==> config.mk <==
export PLATFORM = sky130hd
export DESIGN_NAME = seg_scan_driver
export DESIGN_NICKNAME = d
export VERILOG_FILES = /design/src/rtl/seg_pkg.sv /design/src/rtl/scan_prescaler.sv /design/src/rtl/seg_scan_driver.sv
export SDC_FILE = /design/constraint.sdc
export NUM_CORES = 1
export LEC_CHECK = 0
export ABC_CLOCK_PERIOD_IN_PS = 3900
export CORE_MARGIN = 10
export CORE_UTILIZATION = 48
export CTS_CLUSTER_SIZE = 28
export DETAILED_ROUTE_END_ITERATION = 10
export PLACE_DENSITY = 0.71
export SKIP_CTS_REPAIR_TIMING = 1
export SLEW_MARGIN = 15
export SYNTH_ARGS = -nofsm -noshare
export SYNTH_HDL_FRONTEND = slang
export SYNTH_SLANG_ARGS = --single-unit
export TNS_END_PERCENT = 1
==> constraint.sdc <==
create_clock -name clk -period 3.9 [get_ports clk]
set_clock_uncertainty 0.05 [all_clocks]
set_input_delay 0.39 -clock clk [delete_from_list [all_inputs] [get_ports clk]]
set_output_delay 0.39 -clock clk [all_outputs]
set_load 0.005 [all_outputs]
==> src/rtl/seg_pkg.sv <==
// Shared types and helpers for the 8-digit seven-segment scan driver.
package seg_pkg;

  localparam int DIGITS = 8;

  typedef logic [2:0] digit_idx_t;
  typedef logic [3:0] nibble_t;

  localparam logic [7:0] ALL_OFF = 8'h00;

  function automatic nibble_t get_nibble(input logic [31:0] value, input digit_idx_t k);
    return value[{k, 2'b00} +: 4];
  endfunction

  // Digit k is a leading zero when it and every more significant nibble are zero;
  // digit 0 always stays lit so a zero value still reads "0".
  function automatic logic lz_blanked(input logic [31:0] value, input digit_idx_t k);
    logic upper_zero;
    upper_zero = 1'b1;
    for (int j = 0; j < DIGITS; j++) begin
      if (j >= int'(k) && value[4*j +: 4] != 4'h0) upper_zero = 1'b0;
    end
    return upper_zero && (k != '0);
  endfunction

endpackage

==> src/rtl/scan_prescaler.sv <==
// Modulo-DIV free-running counter; tick marks the last count of each period.
module scan_prescaler #(
  parameter int DIV = 100000,
  parameter int CW  = (DIV > 1) ? $clog2(DIV) : 1
) (
  input  logic          clk,
  input  logic          rst_n,
  output logic [CW-1:0] cnt,
  output logic          tick
);

  logic [CW-1:0] cnt_q, cnt_d;

  always_comb begin
    tick  = (cnt_q == CW'(DIV - 1));
    cnt_d = tick ? '0 : cnt_q + 1'b1;
  end

  // NOTE: state registers use non-blocking assignments so every flop samples
  // pre-edge values; blocking here would create order-dependent simulation.
  always_ff @(posedge clk or negedge rst_n) begin
    if (!rst_n) cnt_q <= '0;
    else        cnt_q <= cnt_d;
  end

  assign cnt = cnt_q;

endmodule

==> src/rtl/seg_scan_driver.sv <==
// Time-multiplexed 8-digit scanner with tear-free frame update, per-digit
// enable, leading-zero blanking and a dark guard interval at each slot start.
module seg_scan_driver
  import seg_pkg::*;
#(
  parameter int SCAN_DIV = 100000,
  parameter int GUARD    = 16,
  parameter int DIGITS   = 8
) (
  input  logic              clk,
  input  logic              rst_n,
  input  logic [31:0]       data,
  input  logic              load,
  input  logic [DIGITS-1:0] digit_en,
  input  logic              lz_en,
  output nibble_t           num,
  output logic [DIGITS-1:0] an,
  output logic              frame_start
);

  localparam int CW = (SCAN_DIV > 1) ? $clog2(SCAN_DIV) : 1;

  logic [CW-1:0] cnt;
  logic          tick;
  logic          frame_end;

  digit_idx_t        idx_q, idx_d;
  logic [31:0]       pend_q, pend_d;
  logic              pend_vld_q, pend_vld_d;
  logic [31:0]       disp_q, disp_d;
  nibble_t           num_q, num_d;
  logic [DIGITS-1:0] an_q, an_d;
  logic              fs_q, fs_d;

  scan_prescaler #(.DIV(SCAN_DIV), .CW(CW)) u_prescaler (
    .clk   (clk),
    .rst_n (rst_n),
    .cnt   (cnt),
    .tick  (tick)
  );

  assign frame_end = tick && (idx_q == digit_idx_t'(DIGITS - 1));

  // NOTE: every output of this block gets a default first, so no path leaves
  // a variable unassigned and no latch is inferred.
  always_comb begin
    idx_d      = idx_q;
    pend_d     = pend_q;
    pend_vld_d = pend_vld_q;
    disp_d     = disp_q;
    fs_d       = frame_end;

    if (tick) idx_d = frame_end ? '0 : idx_q + 1'b1;

    if (load) begin
      pend_d     = data;
      pend_vld_d = 1'b1;
    end

    // Evaluated after the load so a strobe on the frame-end tick is taken at once.
    if (frame_end && pend_vld_d) begin
      disp_d     = pend_d;
      pend_vld_d = 1'b0;
    end

    num_d = get_nibble(disp_q, idx_q);
    if (cnt < CW'(GUARD) || !digit_en[idx_q] || (lz_en && lz_blanked(disp_q, idx_q)))
      an_d = ALL_OFF;
    else
      an_d = DIGITS'(1) << idx_q;
  end

  // NOTE: the pending/display registers are plain flops (not a memory), so
  // they take the asynchronous reset like the rest of the state.
  always_ff @(posedge clk or negedge rst_n) begin
    if (!rst_n) begin
      idx_q      <= '0;
      pend_q     <= '0;
      pend_vld_q <= 1'b0;
      disp_q     <= '0;
      num_q      <= '0;
      an_q       <= ALL_OFF;
      fs_q       <= 1'b0;
    end else begin
      idx_q      <= idx_d;
      pend_q     <= pend_d;
      pend_vld_q <= pend_vld_d;
      disp_q     <= disp_d;
      num_q      <= num_d;
      an_q       <= an_d;
      fs_q       <= fs_d;
    end
  end

  assign num         = num_q;
  assign an          = an_q;
  assign frame_start = fs_q;

endmodule

==> results of run 1 <==
## flip-flops by register name (all words and copies together) (netlist names)
| name | cells |
|---|---|
| disp_q | 32 |
| pend_q | 32 |
| u_prescaler.cnt | 17 |
| an | 8 |
| num | 4 |
| idx_q | 3 |
| frame_start | 1 |
| pend_vld_q | 1 |
## worst min path at each step
stage / startpoint / end / slack, ns / cells after the start
final: rst_n / pend_q[14] / 0.08 / 1
after global placement: pend_vld_q / pend_vld_q / 0.42 / 2
after global routing: rst_n / pend_q[1] / 0.15 / 1
after detailed placement: pend_vld_q / pend_vld_q / 0.43 / 2
after CTS: rst_n / pend_q[14] / 0.11 / 1
after floorplan: rst_n / an[0] / 0.04 / 0
## power breakdown
group | internal [mW] | switching, mW
clock network | 0.314 | 0.343
logic | 0.0733 | 0.0563
registers | 1.05 | 0.00780
total | 1.44 | 0.407
## cell type report
cell class | count | area share
clock inverters | 5 | 0.0120
clock buffers | 10 | 0.0265
well taps | 108 | 0.0260
multi-input cells | 193 | 0.345
flip-flops and latches | 98 | 0.472
inverters | 10 | 0.00722
repair buffers | 59 | 0.112
## stage by stage
| stage | util | setup WS [ns] |
|---|---|---|
| after global routing | 0.591 | 0.660 |
| after global placement | 0.568 | 0.910 |
| after CTS | 0.591 | 0.816 |
| final | 0.591 | 0.846 |
| after floorplan | - | 1.60 |
| after detailed placement | 0.568 | 0.839 |
## critical path, cell delays in order, from the launching register on
cell     delay, ns
dfrtp_1       0.80
ha_1          0.28
ha_1          0.18
o21ai_0       0.08
or4_2         1.04
mux2_4        0.47
## routing by layer
| metal | wire (um) | global-route usage |
|---|---|---|
| met3 | 416 | 0.0341 |
| met1 | 4020 | 0.183 |
| met5 | 0 | 0 |
| met2 | 4140 | 0.215 |
| met4 | 129 | 0.0434 |
## synthesized netlist by cell type, drive strengths merged (2+ instances only)
library cell | instances | area, um^2
a21oi | 5 | 25.0
and3 | 2 | 13.8
buf | 5 | 76.3
clkbuf | 8 | 30.0
dfrtp | 98 | 2450
ha | 7 | 87.6
inv | 9 | 33.8
mux2 | 65 | 845
mux2i | 3 | 30.0
mux4 | 9 | 203
nand2 | 19 | 71.3
nand3 | 10 | 50.1
nand4 | 3 | 25.0
nor2 | 13 | 48.8
nor3 | 9 | 45.0
nor4 | 12 | 75.1
o21ai | 6 | 30.0
or3 | 3 | 18.8
xnor2 | 7 | 61.3
xor2 | 5 | 43.8
## logic make-up after synthesis
| logic type | synth area share |
|---|---|
| xor gates and xnor gates | 0.0239 |
| AOI/OAI and AO/OA | 0.0277 |
| adders and majority gates | 0.0200 |
| DFF | 0.559 |
| muxes | 0.245 |
| buffers and inverters | 0.0328 |
| and+or+nand+nor | 0.0915 |
==> impl_metrics.csv, run 1 <==
group,metric,value,unit
run_status,outcome,"completed",
critical_path,critPathMaxFanout,32,
route,via_per_inst,5.45,
critical_path,worstPathRequired,4.09,ns
timing,min_period,3.05,ns
power,finalPower,1.84,mW
grt,antenna_found_initial,0,
synthesis,synth_ff_type,"dfrtp_1",
floorplanning,io_pins,57,
floorplanning,die_h,116,um
power,ir_drop,0.211,mV
final_layout,regArea,2450,um^2
synthesis,synth_warnings,0,
timing,setup_violations,0,
floorplanning,num_rows,34,
placed_design,postPlaceCellArea,5000,um^2
flow_run,cap_violations,0,
synthesis,syn_nets,365,
critical_path,r2r-end,"disp_q[21]",
critical_path,cp-endpoint,"disp_q[21]",
route,drc,0,
final_layout,final_cell_area,5200,um^2
cts,htreeDepth,3,
final_layout,mostFrequentLayoutCell,"dfrtp_1",
timing,fmax,0.327,GHz
timing,finalHoldViolations,0,
synthesis,synth-edff-count,0,
grt,grt_pass1_vias,2860,
hold_path,hold_class,"primary input to async pin",
critical_path,r2r-start,"idx_q[0]",
placed_design,io_buffers,56,
synthesis,synth_cell_type_count,41,
final_layout,diodes,0,
timing,slew_headroom,0.316,
critical_path,r2r_cells,5,
critical_path,r2r_setup_slack,0.85,ns
synthesis,synth_cells,314,
cts,cts_sinks,98,
timing,timing.setup.tns,0,ns
cts,worstSkewPairLatency,0.35,ns
timing,drv_slew,0,
grt,grt_overflow,0,
grt,grt_usage,0.137,
cts,clockRootBuffer,"clkbuf_8",
timing,rsz0062_at_grt,"no",
timing,fin_hold_ws,0.0824,ns
route,final_antenna_net_count,0,
final_layout,layout_common_cells,"dfrtp_1, clkdlybuf4s50_1, mux2_2",
floorplanning,start_util,0.498,
synthesis,seq_area_frac_synth,0.559,
placed_design,dp.cells,468,
synthesis,syn_area_per_cell,14.0,um^2
route,drt_iter0_drc,110,
cts,cts.clk_slew.worst_paths,0.09,ns
final_layout,area_growth,18.5,%
floorplanning,dieArea,13400,um^2
floorplanning,fp.dieW,116,um
synthesis,synthArstFlopShare,1.00,
power,leakagePower,2.41,nW
route,vias,2633,
final_layout,multi_input_area,1790,um^2
route,dr.pass1.iters,4,
critical_path,path_class,"register to register",
final_layout,fill_cells,729,
cts,clockBufferDepth,2,
route,route.detailed.wl_per_inst,18.0,um
critical_path,critPathLaunch,"idx_q[0]",
timing,tightestPinTransition,1.03,ns
grt,grt_pass1_wl,14500,um
final_layout,drive_above_1_share,0.264,
route,routed_wirelength,8710,um
cts,cts_buffers,9,
grt,grt_max_degree,70,
critical_path,cp-end-kind,"register",
final_layout,final-instance-count-excl-fill,483,
power,powerDensity,354,nW/um^2
final_layout,finalNetCount,422,
synthesis,ys_seq_elements,98,
critical_path,cp_data_arrival_time,3.24,ns
floorplanning,core-area,8810,um^2
cts,tritoncts,"done",
critical_path,startpoint_type,"register",
synthesis,syn_area,4390,um^2
placed_design,place_hpwl,6330,um
placed_design,place_congestion,0.831,
timing,fin_crit_sh,0.783,
Power figures use the tool's default switching activity.
==> run 2: changes to the inputs <==
--- a/config.mk
+++ b/config.mk
@@ -5,7 +5,7 @@
 export SDC_FILE = /design/constraint.sdc
 export NUM_CORES = 1
 export LEC_CHECK = 0
-export ABC_CLOCK_PERIOD_IN_PS = 3900
+export ABC_CLOCK_PERIOD_IN_PS = 2850
 export CORE_MARGIN = 10
 export CORE_UTILIZATION = 48
 export CTS_CLUSTER_SIZE = 28
==> constraint.sdc (replaced) <==
create_clock -name clk -period 2.85 [get_ports clk]
set_clock_uncertainty 0.05 [all_clocks]
set_input_delay 0.285 -clock clk [delete_from_list [all_inputs] [get_ports clk]]
set_output_delay 0.285 -clock clk [all_outputs]
set_load 0.005 [all_outputs]
==> run 2 against run 1 <==
  * Setup slack lost 0.53 ns
  * Highest routed layer unchanged
  * Non-clock buffer count grew 5
  * Sequential share of layout area is 0.66 points lower
  * Global-route usage is essentially flat
  * Sequential power grew 36%
  * Clock power up 42%
  * Count of clock-buffer cells in the layout fell by 1
==> impl_metrics.csv, run 2 (synthesis gave the netlist of run 1 again) <==
group,metric,value,unit
placed_design,place_congestion,0.835,
power,internal_power,1.96,mW
route,vias,2610,
floorplanning,core-area,8810,um^2
placed_design,place_hpwl,6350,um
final_layout,layout_common_cells,"dfrtp_1, clkdlybuf4s50_1, mux2_2",
cts,htreeDepth,3,
timing,slew_headroom,0.639,
floorplanning,dieArea,13400,um^2
final_layout,diodes,0,
placed_design,io_buffers,56,
hold_path,hold_class,"primary input to async pin",
timing,fin_crit_sh,0.891,
final_layout,drive_above_1_share,0.273,
route,route.detailed.wl_per_inst,17.8,um
flow_run,cap_violations,0,
cts,worstSkewPairLatency,0.37,ns
route,dr.pass1.iters,4,
final_layout,fill_cells,719,
final_layout,finalNetCount,427,
power,combPwrFrac,0.069,
timing,fmax,0.394,GHz
timing,timing.setup.tns,0,ns
timing,rsz0062_at_grt,"no",
grt,grt_usage,0.137,
final_layout,area_growth,20.2,%
floorplanning,start_util,0.498,
cts,clockBufferDepth,2,
grt,grt_max_degree,78,
floorplanning,die_h,116,um
critical_path,critPathMaxFanout,32,
grt,grt_overflow,0,
grt,antenna_found_initial,0,
run_status,outcome,"completed",
critical_path,startpoint_type,"register",
critical_path,worstPathRequired,3.06,ns
floorplanning,num_rows,34,
critical_path,path_class,"register to register",
cts,clockRootBuffer,"clkbuf_8",
timing,tightestPinTransition,0.534,ns
grt,grt_pass1_wl,14600,um
power,pwr-share-seq,0.565,
timing,drv_slew,0,
cts,tritoncts,"done",
critical_path,r2r-start,"u_prescaler.cnt[0]",
route,routed_wirelength,8710,um
power,power_frac_clock,0.365,
cts,cts.clk_slew.worst_paths,0.10,ns
floorplanning,io_pins,57,
critical_path,cp-end-kind,"register",
timing,finalHoldViolations,0,
grt,grt_pass1_vias,2813,
cts,cts_sinks,98,
floorplanning,fp.dieW,116,um
power,swShare,0.233,
power,finalPower,2.56,mW
final_layout,mostFrequentLayoutCell,"dfrtp_1",
power,powerDensity,485,nW/um^2
power,p_switching,0.596,mW
cts,cts_buffers,9,
timing,min_period,2.54,ns
route,drt_iter0_drc,80,
power,ir_drop,0.212,mV
power,leakagePower,2.44,nW
route,drc,0,
timing,setup_violations,0,
critical_path,critPathLaunch,"u_prescaler.cnt[0]",
route,via_per_inst,5.34,
timing,fin_hold_ws,0.295,ns
critical_path,cp_data_arrival_time,2.75,ns
route,final_antenna_net_count,0,
## run 2: power groups by stage
stage                     logic [mW]  registers, mW  clock network, mW
final                          0.177           1.44              0.934
after global routing           0.196           1.45               1.02
after CTS                      0.182           1.45              0.953
after detailed placement       0.181           1.47                  0
after global placement         0.178           1.47                  0
after floorplan               0.0718           1.47                  0
## run 2: critical path, cell delays in order (launching register included)
cell and delay [ns]:
dfrtp_1 0.42, ha_1 0.26, nand4_2 0.17, or3_1 0.32, or4_2 0.65, buf_12 0.21, mux2_4 0.32
## run 2: area by class of cell
| cell class | count | area (um^2) | area share |
|---|---|---|---|
| Clock buffer | 9 | 124 | 0.0235 |
| Multi-Input combinational cell | 193 | 1790 | 0.340 |
| Sequential cell | 98 | 2450 | 0.465 |
| Inverter | 10 | 37.5 | 0.00712 |
| Tap cell | 108 | 135 | 0.0256 |
| Timing Repair Buffer | 64 | 646 | 0.122 |
| Clock inverter | 7 | 85.1 | 0.0161 |
## run 2: layer usage
| metal | part of all wire | GRT usage |
|---|---|---|
| met2 | 0.47 | 0.216 |
| met3 | 0.052 | 0.0362 |
| met1 | 0.47 | 0.179 |
| met4 | 0.015 | 0.0484 |
| met5 | 0 | 0 |
## run 2: through the flow
step | worst slack, ns | cells | area (um^2) | util
after CTS | 0.321 | 488 | 5260 | 0.598
after global routing | 0.178 | 489 | 5270 | 0.599
final | 0.311 | 489 | 5270 | 0.599
after floorplan | 0.550 | 314 | 4390 | -
after global placement | 0.385 | 472 | 5050 | 0.574
after detailed placement | 0.338 | 472 | 5050 | 0.574
## run 2: path summary, 6_finish.rpt
kind                                 endpoint  slack, ns  depth (start not counted)
max reg2reg                        disp_q[16]       0.31                          6
max                                disp_q[16]       0.31                          6
min reg2reg                u_prescaler.cnt[8]       0.46                          1
max in group asynchronous           disp_q[8]       1.77                          3
min                                 pend_q[0]       0.30                          2
min in group clk           u_prescaler.cnt[8]       0.46                          1
